**config.mk**
```make
export PLATFORM = sky130hd
export DESIGN_NAME = fifo_wr_arbiter
export DESIGN_NICKNAME = d
export VERILOG_FILES = /design/src/rtl/fifo_wr_arbiter.sv
export SDC_FILE = /design/constraint.sdc
export NUM_CORES = 1
export LEC_CHECK = 0
export CAP_MARGIN = 40
export CELL_PAD_IN_SITES_DETAIL_PLACEMENT = 1
export CELL_PAD_IN_SITES_GLOBAL_PLACEMENT = 1
export CORE_ASPECT_RATIO = 1.4
export CORE_MARGIN = 2
export CORE_UTILIZATION = 23
export DETAILED_ROUTE_END_ITERATION = 10
export PLACE_DENSITY_LB_ADDON = 0.1
export SLEW_MARGIN = 20
export SYNTH_ARGS = -nofsm -noshare
export SYNTH_HDL_FRONTEND = slang
export SYNTH_SLANG_ARGS = --single-unit
```
**constraint.sdc**
```tcl
create_clock -name clk -period 1.8 [get_ports clk]
set_input_delay 0.54 -clock clk [delete_from_list [all_inputs] [get_ports clk]]
set_output_delay 0.54 -clock clk [all_outputs]
set_load 0.02 [all_outputs]
```
**src/rtl/fifo_wr_arbiter.sv**
```systemverilog
// Round-robin arbiter sharing one FIFO write port among N requesters.
// Optional per-requester grant counters: define ARB_GRANT_CNT_EN.
module fifo_wr_arbiter #(
  parameter int B         = 8,
  parameter int N         = 4,
  parameter int MAX_BURST = 4
) (
  input  logic           clk,
  input  logic           reset,
  input  logic [N-1:0]   req,
  input  logic [N*B-1:0] req_data,
  input  logic [N-1:0]   req_last,
  output logic [N-1:0]   ack,
  output logic [N-1:0]   grant,
  output logic           fifo_wr,
  output logic [B-1:0]   fifo_w_data,
  input  logic           fifo_full,
  output logic           busy
`ifdef ARB_GRANT_CNT_EN
  ,
  output logic [N*16-1:0] grant_cnt
`endif
);

  localparam int GW = $clog2(N);
  localparam int BW = (MAX_BURST > 1) ? $clog2(MAX_BURST) : 1;
  localparam logic [BW-1:0] BEAT_MAX = BW'(MAX_BURST - 1);
  localparam logic [GW-1:0] IDX_TOP  = GW'(N - 1);

  typedef enum logic {IDLE, GRANT} state_t;

  state_t        state_q, state_d;
  logic [GW-1:0] g_q, g_d;
  logic [GW-1:0] last_q, last_d;
  logic [BW-1:0] beat_q, beat_d;
  logic [N-1:0]  grant_q, grant_d;

  logic          found;
  logic [GW-1:0] win;
  logic [GW-1:0] idx;
  logic [B-1:0]  sel_data;
  logic          xfer;
  logic          rel;

  // Pick the first requester above the last winner, wrapping
  always_comb begin
    found = 1'b0;
    win   = last_q;
    idx   = '0;
    for (int k = 1; k <= N; k++) begin
      idx = GW'((int'(last_q) + k) % N);
      if (!found && req[idx]) begin
        found = 1'b1;
        win   = idx;
      end
    end
  end

  // Select the granted requester's word
  always_comb begin
    sel_data = '0;
    for (int i = 0; i < N; i++) begin
      if (g_q == GW'(i)) sel_data = req_data[i*B +: B];
    end
  end

  // Next-state, burst accounting and write-port outputs
  always_comb begin
    state_d     = state_q;
    g_d         = g_q;
    last_d      = last_q;
    beat_d      = beat_q;
    grant_d     = grant_q;
    xfer        = 1'b0;
    rel         = 1'b0;
    ack         = '0;
    fifo_wr     = 1'b0;
    fifo_w_data = '0;
    unique case (state_q)
      IDLE: begin
        if (found) begin
          state_d      = GRANT;
          g_d          = win;
          last_d       = win;
          beat_d       = '0;
          grant_d      = '0;
          grant_d[win] = 1'b1;
        end
      end
      GRANT: begin
        xfer        = req[g_q] & ~fifo_full;
        fifo_wr     = xfer;
        ack[g_q]    = xfer;
        fifo_w_data = sel_data;
        rel = ~req[g_q]
            | (xfer & req_last[g_q])
            | (xfer & (beat_q == BEAT_MAX));
        if (rel) begin
          state_d = IDLE;
          grant_d = '0;
          beat_d  = '0;
        end else if (xfer) begin
          beat_d = beat_q + 1'b1;
        end
      end
      default: ;
    endcase
  end

  // State registers with synchronous active-low reset
  always_ff @(posedge clk) begin
    if (!reset) begin
      state_q <= IDLE;
      g_q     <= '0;
      last_q  <= IDX_TOP;
      beat_q  <= '0;
      grant_q <= '0;
    end else begin
      state_q <= state_d;
      g_q     <= g_d;
      last_q  <= last_d;
      beat_q  <= beat_d;
      grant_q <= grant_d;
    end
  end

  assign grant = grant_q;
  assign busy  = (state_q == GRANT);

`ifdef ARB_GRANT_CNT_EN
  logic [N-1:0][15:0] cnt_q, cnt_d;

  // Count grants per requester, saturating
  always_comb begin
    cnt_d = cnt_q;
    if (state_q == IDLE && found && cnt_q[win] != 16'hFFFF)
      cnt_d[win] = cnt_q[win] + 16'd1;
  end

  // Counter registers, cleared on reset
  always_ff @(posedge clk) begin
    if (!reset) cnt_q <= '0;
    else        cnt_q <= cnt_d;
  end

  assign grant_cnt = cnt_q;
`endif

endmodule

```
Word-level counts from Yosys, hierarchy flattened
Cells that the tools add are included.
- register bits after elaboration: 11
- input port bits: 43
- output and inout bits: 18
- $add $sub $neg: 5
- $lt $le $gt $ge: 8
- eq/ne operators: 7
- muxes and demuxes: 41
- bitwise operators: 9
- reductions and logical operators: 12
- operators with widths (cell ; number):
    $mux 8 ; 5
    $lt 2x3->1 const B ; 6
    $mux 1 ; 15
    $mux 2 ; 7
    $bmux 1 s2 ; 6
    $mux 4 ; 3
    $pmux 4 s2 ; 1
    $add 2x1->2 const B ; 3
    $eq 2x2->1 const B ; 3
    $reduce_and 2->1 ; 3
    $logic_and 1x1->1 ; 5
    $add 2x2->2 const B ; 2
    $and 4x4->4 ; 1
    $demux 1 s2 ; 2
    $ge 2x1->1 const B ; 2
    $pmux 2 s2 ; 1
    $and 1x1->1 ; 3
    $logic_not 1->1 ; 3
    $ne 3x1->1 const B ; 1
    $not 1->1 ; 3
    $eq 2x1->1 const B ; 1
    $logic_not 2->1 ; 1
    $ne 2x1->1 const B ; 1
    $ne 2x2->1 const B ; 1
    other kinds (2) ; 3

Logic depth before layout (Yosys ltp)
Gate-level depths: netlist (run 1).
- word-level depth: 19
- mapped depth: 5
- mapped depth without buffers: 5

Least setup slack after synthesis (run 1)
OpenSTA, ideal clock, no wires.
- kind: input-to-output
- start point: input req[3]
- end point: output ack[2]
- arrival: 1452 ps
- data required time: 1260 ps
- slack: -192 ps
- stages: 3
- buffers on the path: 0
- path through: mux2i_1 -> nor2_1 -> nor4bb_1
- word-level cells in the longest chain between the ends: 5
- ends and longest elaborated chain (element ; RTL line ; source):
    from (decl) ; 10 ; input logic [N-1:0] req,
    $bmux 1 s2 ; 91 ; xfer = req[g_q] & ~fifo_full;
    $mux 1 (not written as such) ; 91 ;
    $and 1x1->1 ; 91 ;
    $and 4x4->4 (no source line) ; -- ;
    $mux 4 ; 79 ; unique case (state_q)
    to (decl) ; 13 ; output logic [N-1:0] ack,
Every way passes these cells. The select of a mux whose other input is x is not followed.

Final worst setup path (run 1)
- start point: input req_data[24]
- end point: output fifo_w_data[0]
- word-level cells in the longest chain between the ends: 2
- ends and longest elaborated chain (element ; RTL line ; source):
    from (decl) ; 11 ; input logic [N*B-1:0] req_data,
    $mux 8 ; 63 ; if (g_q == GW'(i)) sel_data = req_data[i*B +: B];
    $mux 8 ; 79 ;
    to (decl) ; 16 ; output logic [B-1:0] fifo_w_data,
Every way passes these cells.

==> out/metrics.yaml, run 1 <==
drtIter0Drc: 12
vias: 1146
path_clk_slew_ps: 50
async_flop_share: 0
post-route-period-util: 1.14
worst_r2r_path_depth: 6
synthesis.nets: 145
fillers: 459
rsz0062_at_grt: "yes"
syn_avg_cell_area_um2: 9.32
worst-setup-path-type: "in -> out"
ctsLongestPathBuffers: 2
die_area_mm2: 0.00463
final_cell_mix: "dlygate4sd2_1 (35), buf_4 (23), dfxtp_1 (10), buf_6 (10), clkdlybuf4s50_1 (9)"
drt_wl_total_mm: 3.57
nNetsFinal: 226
cts-root-buf: "clkbuf_8"
switching_share: 0.326
violations: "negative setup slack"
combPwrFrac: 0.522
internal_power_uw: 763
yosysSeqAreaShare: 0.234
max_slew_margin: 0.640
wl_per_cell_um: 15.9
multi_input_area_um2: 807
worst-path-max-fanout: 1
cts_buffers: 3
hold_viol_final: 0
die_x_um: 58.1
p_leak_uw: 0.000789
firstDrtPassIters: 4
min_path_type: "reg -> reg"
ir_worst_vdd_v: 0.000596
fp-row-count: 27
overflow: 0
power_frac_clock: 0.222
crit_arrival_ps: 1510
clock-skew-final_ps: 3.86
fp.dieH_um: 79.7
layout-drive-gt1-share: 0.420
cts.sinks: 11
synth.distinct_cells: 37
initial_core_util: 0.240
grt_max_degree: 13
fp.coreArea_mm2: 0.00392
gp_congestion: 0.775
htreeDepth: 1
regArea_um2: 221
finalSetupTns_ps: -2770
dpl.cell_count: 218
synth_edf_count: 0
worst_slack_ps: -247
cp-end-kind: "output pin"
avgViaCountPerCell: 5.12
ant_nets: 0
grt_antenna_before_repair: 0
cts_tree: "yes"
finalPower_uw: 1130
seqPwrFrac: 0.256
clkLatencyLatePin_ps: 240
worst_pin_slew_ps: 539
hpwl_mm: 2.88
synth_ff_type: "dfxtp_1"
grtUsageTotal: 0.158
final_core_util: 0.476
ctsHoldBuffers: 0
finalSetupViolCount: 14
n_antenna_cell: 0
cp.required_ps: 1260
power_per_cell_area_mw_per_mm2: 606
area_growth_pct: 98.4
switchingPower_uw: 369
grt_pass1_wl_mm: 5.80
holdPathStages: 2
port_buffers: 60
drv_cap: 0
grt_pass1_vias: 1280
synth-seq-cells: 11
maxSlewViolCount: 0
synth_warnings: 0
ios: 61
syn_area_um2: 941
status: "finished with violations"
mostFrequentLayoutCell: "dlygate4sd2_1"
final_cells: 224
max_freq_mhz: 489
crit_path_start_kind: "primary input"
postSynthCellCount: 101
period_needed_ps: 2050
drc_errors: 0
==> power by group through the flow <==
stage | clock network (uW) | registers [uW] | logic, uW
2_1_floorplan | 0 | 303 | 269
3_3_place_gp | 0 | 291 | 528
3_5_place_dp | 0 | 293 | 539
4_1_cts | 257 | 289 | 565
5_1_grt | 270 | 294 | 638
6_report | 251 | 289 | 591
==> repair_timing <==
item	in CTS	in global routing
setup buffers	2	0
gates cloned	0	0
resized for setup	131	14
pin swaps	10	0
endpoints found under the setup margin	25	22
==> synthesized netlist by cell type (2+ instances only) <==
master / instances / area, um^2
nor3b_1: 3 / 22.5
mux4_2: 5 / 113
nor2_1: 6 / 22.5
mux4_1: 3 / 78.8
inv_1: 3 / 11.3
nor3_1: 3 / 15.0
o32ai_1: 4 / 35.0
nand2_1: 8 / 30.0
nand2b_1: 3 / 18.8
and2_1: 9 / 56.3
a21oi_1: 3 / 15.0
o211ai_1: 3 / 22.5
dfxtp_1: 11 / 220
nor4_1: 2 / 12.5
mux2i_1: 3 / 30.0
o21ai_0: 6 / 30.0
clkbuf_1: 2 / 7.51
nor2b_1: 5 / 31.3
==> metrics by stage <==
| stage | setup slack, ps | hold slack [ps] | area (um^2) |
|---|---|---|---|
| after floorplan | 2.37 | 484 | 975 |
| after global placement | -962 | 453 | 1750 |
| after detailed placement | -968 | 469 | 1750 |
| after CTS | -258 | 474 | 1810 |
| after global routing | -303 | 507 | 1870 |
| final | -247 | 474 | 1870 |
==> cell type report <==
| type | count | area share |
|---|---|---|
| Tap cell | 43 | 0.0288 |
| Inverter | 3 | 0.00603 |
| Sequential cell | 11 | 0.119 |
| Timing Repair Buffer | 81 | 0.390 |
| Multi-Input combinational cell | 82 | 0.432 |
| Clock buffer | 4 | 0.0241 |
==> kinds of logic after synthesis <==
group	share of synthesized area
adders and majority gates	0.0133
DFF	0.234
buffers and inverters	0.0412
and+or+nand+nor	0.266
AOI/OAI and AO/OA	0.194
muxes	0.251
==> metal layers <==
layer / up-vias / GRT usage / routed length, um
met5: - / 0 / 0
met2: 45 / 0.302 / 1930
li1: 548 / - / -
met1: 548 / 0.175 / 1330
met4: 0 / 0.0419 / 40
met3: 5 / 0.0243 / 257
==> critical path, cell delays in order <==
cell	delay (ps)
dlygate4sd2_1	240
mux4_2	460
and2_4	150
buf_6	120
==> state kept, by name (all words and copies together) (netlist names) <==
| name | count |
|---|---|
| busy | 1 |
| last_q | 2 |
| beat_q | 2 |
| g_q | 2 |
| grant | 4 |
==> worst paths after layout <==
kind / end / startpoint / slack (ps)
worst min register to register: grant[1]$_SDFFE_PN0P_ / grant[1]$_SDFFE_PN0P_ / 470
worst max-delay path: fifo_w_data[0] / req_data[24] / -250
worst min-delay path: grant[1]$_SDFFE_PN0P_ / grant[1]$_SDFFE_PN0P_ / 470
worst max register to register: beat_q[1]$_SDFFE_PN0P_ / g_q[0]$_SDFFE_PN0P_ / -60
No activity file was read; power rests on OpenSTA's default activity.
==> inputs of run 2 (changes only) <==
Settings changed: ABC_AREA set to 1, CORE_UTILIZATION 23 to 21.
==> run 2 against run 1 <==
The flow still finishes with violations (negative setup slack). Final area is 22% higher. Via count up 37%. Clock power is essentially flat. Die area grew 22%. Wire length up 37%. Sequential share of layout area decreased by 1.7 points. Critical endpoint is now ack[1]. Worst hold slack worse by 11 ps. Synthesized cell count increased by 86%. Worst setup slack lost 8.1 ps.
==> out/metrics.yaml, run 2 <==
yosysSeqAreaShare: 0.207  # -0.0270
ir_worst_vdd_v: 0.000690  # +16%
power_per_cell_area_mw_per_mm2: 1460  # +140%
worst_r2r_path_depth: 11  # +5
crit_start: "fifo_full"
regArea_um2: 230  # +4.0%
cts_tree: "yes"
maxSlewViolCount: 0  # unchanged
max_freq_mhz: 487  # -0.39%
post-route-period-util: 1.14  # +0.00450
fp-row-count: 30  # +11%
p_leak_uw: 0.00109  # +39%
ctsLongestPathBuffers: 2  # unchanged
syn_avg_cell_area_um2: 5.66  # -39%
cp-end-kind: "output pin"
max_slew_margin: 0.810  # +0.171
drc_errors: 0  # unchanged
htreeDepth: 1  # unchanged
firstDrtPassIters: 4  # unchanged
status: "finished with violations"
synth_commonest_cells: "nand2_1 (71), nor2_1 (17), nand3_1 (15), inv_1 (14)"
synth-seq-cells: 11  # unchanged
worst_slack_ps: -255  # -8.10 ps
synth_warnings: 0  # unchanged
internal_power_uw: 1630  # +110%
rsz0062_at_grt: "yes"
mostFrequentLayoutCell: "nand2_1"
worst_pin_slew_ps: 284  # -255 ps
finalSetupTns_ps: -2280  # +487 ps
min_path_type: "reg -> reg"
avgViaCountPerCell: 4.55  # -11%
whs_ps: 462  # -11.4 ps
ios: 61  # unchanged
die_x_um: 64.1  # +10%
synth.area.top_cells: "nand2_1 (25%), dfxtp_1 (21%), nand3_1 (7.1%)"
layout-drive-gt1-share: 0.438  # +0.0178
reg2reg_setup_slack_ps: 120  # +180 ps
seqPwrFrac: 0.147  # -0.109
worst-path-max-fanout: 5  # +4
overflow: 0  # unchanged
finalSetupViolCount: 13  # -1
rr_endpoint: "beat_q[0]$_SDFFE_PN0P_"
cp.required_ps: 1260  # about the same
dpl.cell_count: 334  # +53%
largest_reg_flops: 4  # unchanged
cts.sinks: 11  # unchanged
finalPower_uw: 3330  # +190%
initial_core_util: 0.218  # -0.0222
switching_share: 0.509  # +0.183
synth_top_area_share: 0.251  # +0.0165
ant_nets: 0  # unchanged
multi_input_area_um2: 992  # +23%
drt_wl_total_mm: 4.87  # +37%
clkLatencyLatePin_ps: 240  # about the same
synthesis.nets: 232  # +60%
crit_path_start_kind: "primary input"
fillers: 628  # +37%
grt_max_degree: 10  # -3
crit_arrival_ps: 1510  # about the same
hpwl_mm: 3.85  # +34%
synth_edf_count: 0  # unchanged
synth_ff_type: "dfxtp_1"
gp_congestion: 0.716  # -7.6%
synth.most_common_cell: "nand2_1"
syn_area_mm2: 0.00106  # +13%
drtIter0Drc: 40  # +28
synth_top_area_cell: "nand2_1"
fp.dieH_um: 88.2  # +11%
wl_per_cell_um: 14.1  # -11%
final_cells: 345  # +54%
die_area_mm2: 0.00566  # +22%
final_core_util: 0.466  # -0.00996
path_clk_slew_ps: 50  # about the same
grt_pass1_wl_mm: 7.53  # +30%
grt_antenna_before_repair: 0  # unchanged
switchingPower_uw: 1690  # +360%
n_antenna_cell: 0  # unchanged
final_cell_mix: "nand2_1 (48), buf_4 (28), clkdlybuf4s50_1 (25), nand2_2 (18), dlygate4sd2_1 (18)"
power_frac_clock: 0.075  # -0.147
grtUsageTotal: 0.167  # +0.00923
drv_cap: 0  # unchanged
area_growth_pct: 114
postSynthCellCount: 188  # +86%
nNetsFinal: 326  # +44%
period_needed_ps: 2050  # +8.10 ps
cts_buffers: 3  # unchanged
worst-setup-path-type: "in -> out"
violations: "negative setup slack"
fp.coreArea_mm2: 0.00488  # +25%
cp-endpoint: "ack[1]"
cts-root-buf: "clkbuf_8"
ctsHoldBuffers: 0  # unchanged
async_flop_share: 0  # unchanged
vias: 1569  # +37%
synth.distinct_cells: 25  # -32%
port_buffers: 60  # unchanged
rr_startpoint: "last_q[0]$_SDFFE_PN1P_"
combPwrFrac: 0.778  # +0.256
grt_pass1_vias: 1600  # +25%
hold_viol_final: 0  # unchanged
clock-skew-final_ps: 1.49  # -2.38 ps
[run 2: cell count changes in the layout (fill, tap and decap cells not counted), sizes merged, moves of 5 or more]
cell / delta
a21oi: +8
and2: -9
buf: +10
clkdlybuf4s50: +16
dlygate4sd2: -17
inv: +18
mux4: -8
nand2: +72
nand3: +16
nor2: +16
nor2b: -5
[run 2: how the worst min path moves through the flow]
stage | from | endpoint | slack [ps] | cells past startpoint
after global routing | grant[0]$_SDFFE_PN0P_ | grant[0]$_SDFFE_PN0P_ | 480 | 2
after detailed placement | grant[3]$_SDFFE_PN0P_ | grant[3]$_SDFFE_PN0P_ | 460 | 2
after global placement | grant[0]$_SDFFE_PN0P_ | grant[0]$_SDFFE_PN0P_ | 460 | 2
after CTS | grant[3]$_SDFFE_PN0P_ | grant[3]$_SDFFE_PN0P_ | 480 | 2
final | grant[2]$_SDFFE_PN0P_ | grant[2]$_SDFFE_PN0P_ | 460 | 2
after floorplan | beat_q[0]$_SDFFE_PN0P_ | beat_q[0]$_SDFFE_PN0P_ | 480 | 2
[run 2: final cells by class]
| class | instances | area share |
|---|---|---|
| Inverter | 22 | 0.0401 |
| Sequential cell | 11 | 0.101 |
| Clock buffer | 4 | 0.0198 |
| Multi-Input combinational cell | 153 | 0.436 |
| Timing Repair Buffer | 91 | 0.368 |
| Tap cell | 64 | 0.0352 |
[run 2: power by group through the flow]
stage	Sequential [uW]	Combinational, uW	Clock [uW]
floorplan	524	1170	0
global placement	482	2070	0
detailed placement	481	2090	0
CTS	476	2120	259
global route	508	2820	269
finish	489	2590	249
[run 2: cells by family (layout without fill, tap and decap cells)]
kind of cell	Yosys count	after routing	share of synthesized area
flops	11	11	0.207
simple gates	121	121	0.504
compound gates	31	31	0.184
buf+inv	24	117	0.0941
fa+ha+maj	1	1	0.0118
[run 2: through the flow]
stage	area [um^2]	worst slack (ps)
final	2280	-255
after global routing	2280	-309
after CTS	1990	-294
after detailed placement	1950	-1060
after global placement	1950	-1020
after floorplan	1100	-26.9
[run 2: per-layer routing]
layer,GRT usage,wire (um),up-vias
li1,-,-,797
met1,0.197,1960,720
met2,0.322,2690,48
met3,0.0231,195,4
met4,0.0290,25,0
met5,0,0,-
[run 2: worst max-delay path, cell delays in order]
cell             delay [ps]
clkdlybuf4s50_1         470
nor2_4                  150
nand2_4                  90
nor3_4                  130
buf_6                   140
[run 2: repair_timing]
item | 4_1_cts | 5_1_grt
setup buffers | 2 | 7
setup endpoints to repair | 25 | 23
gates resized for setup | 103 | 76
pin swaps | 30 | 34
hold endpoints to repair | 0 | 0
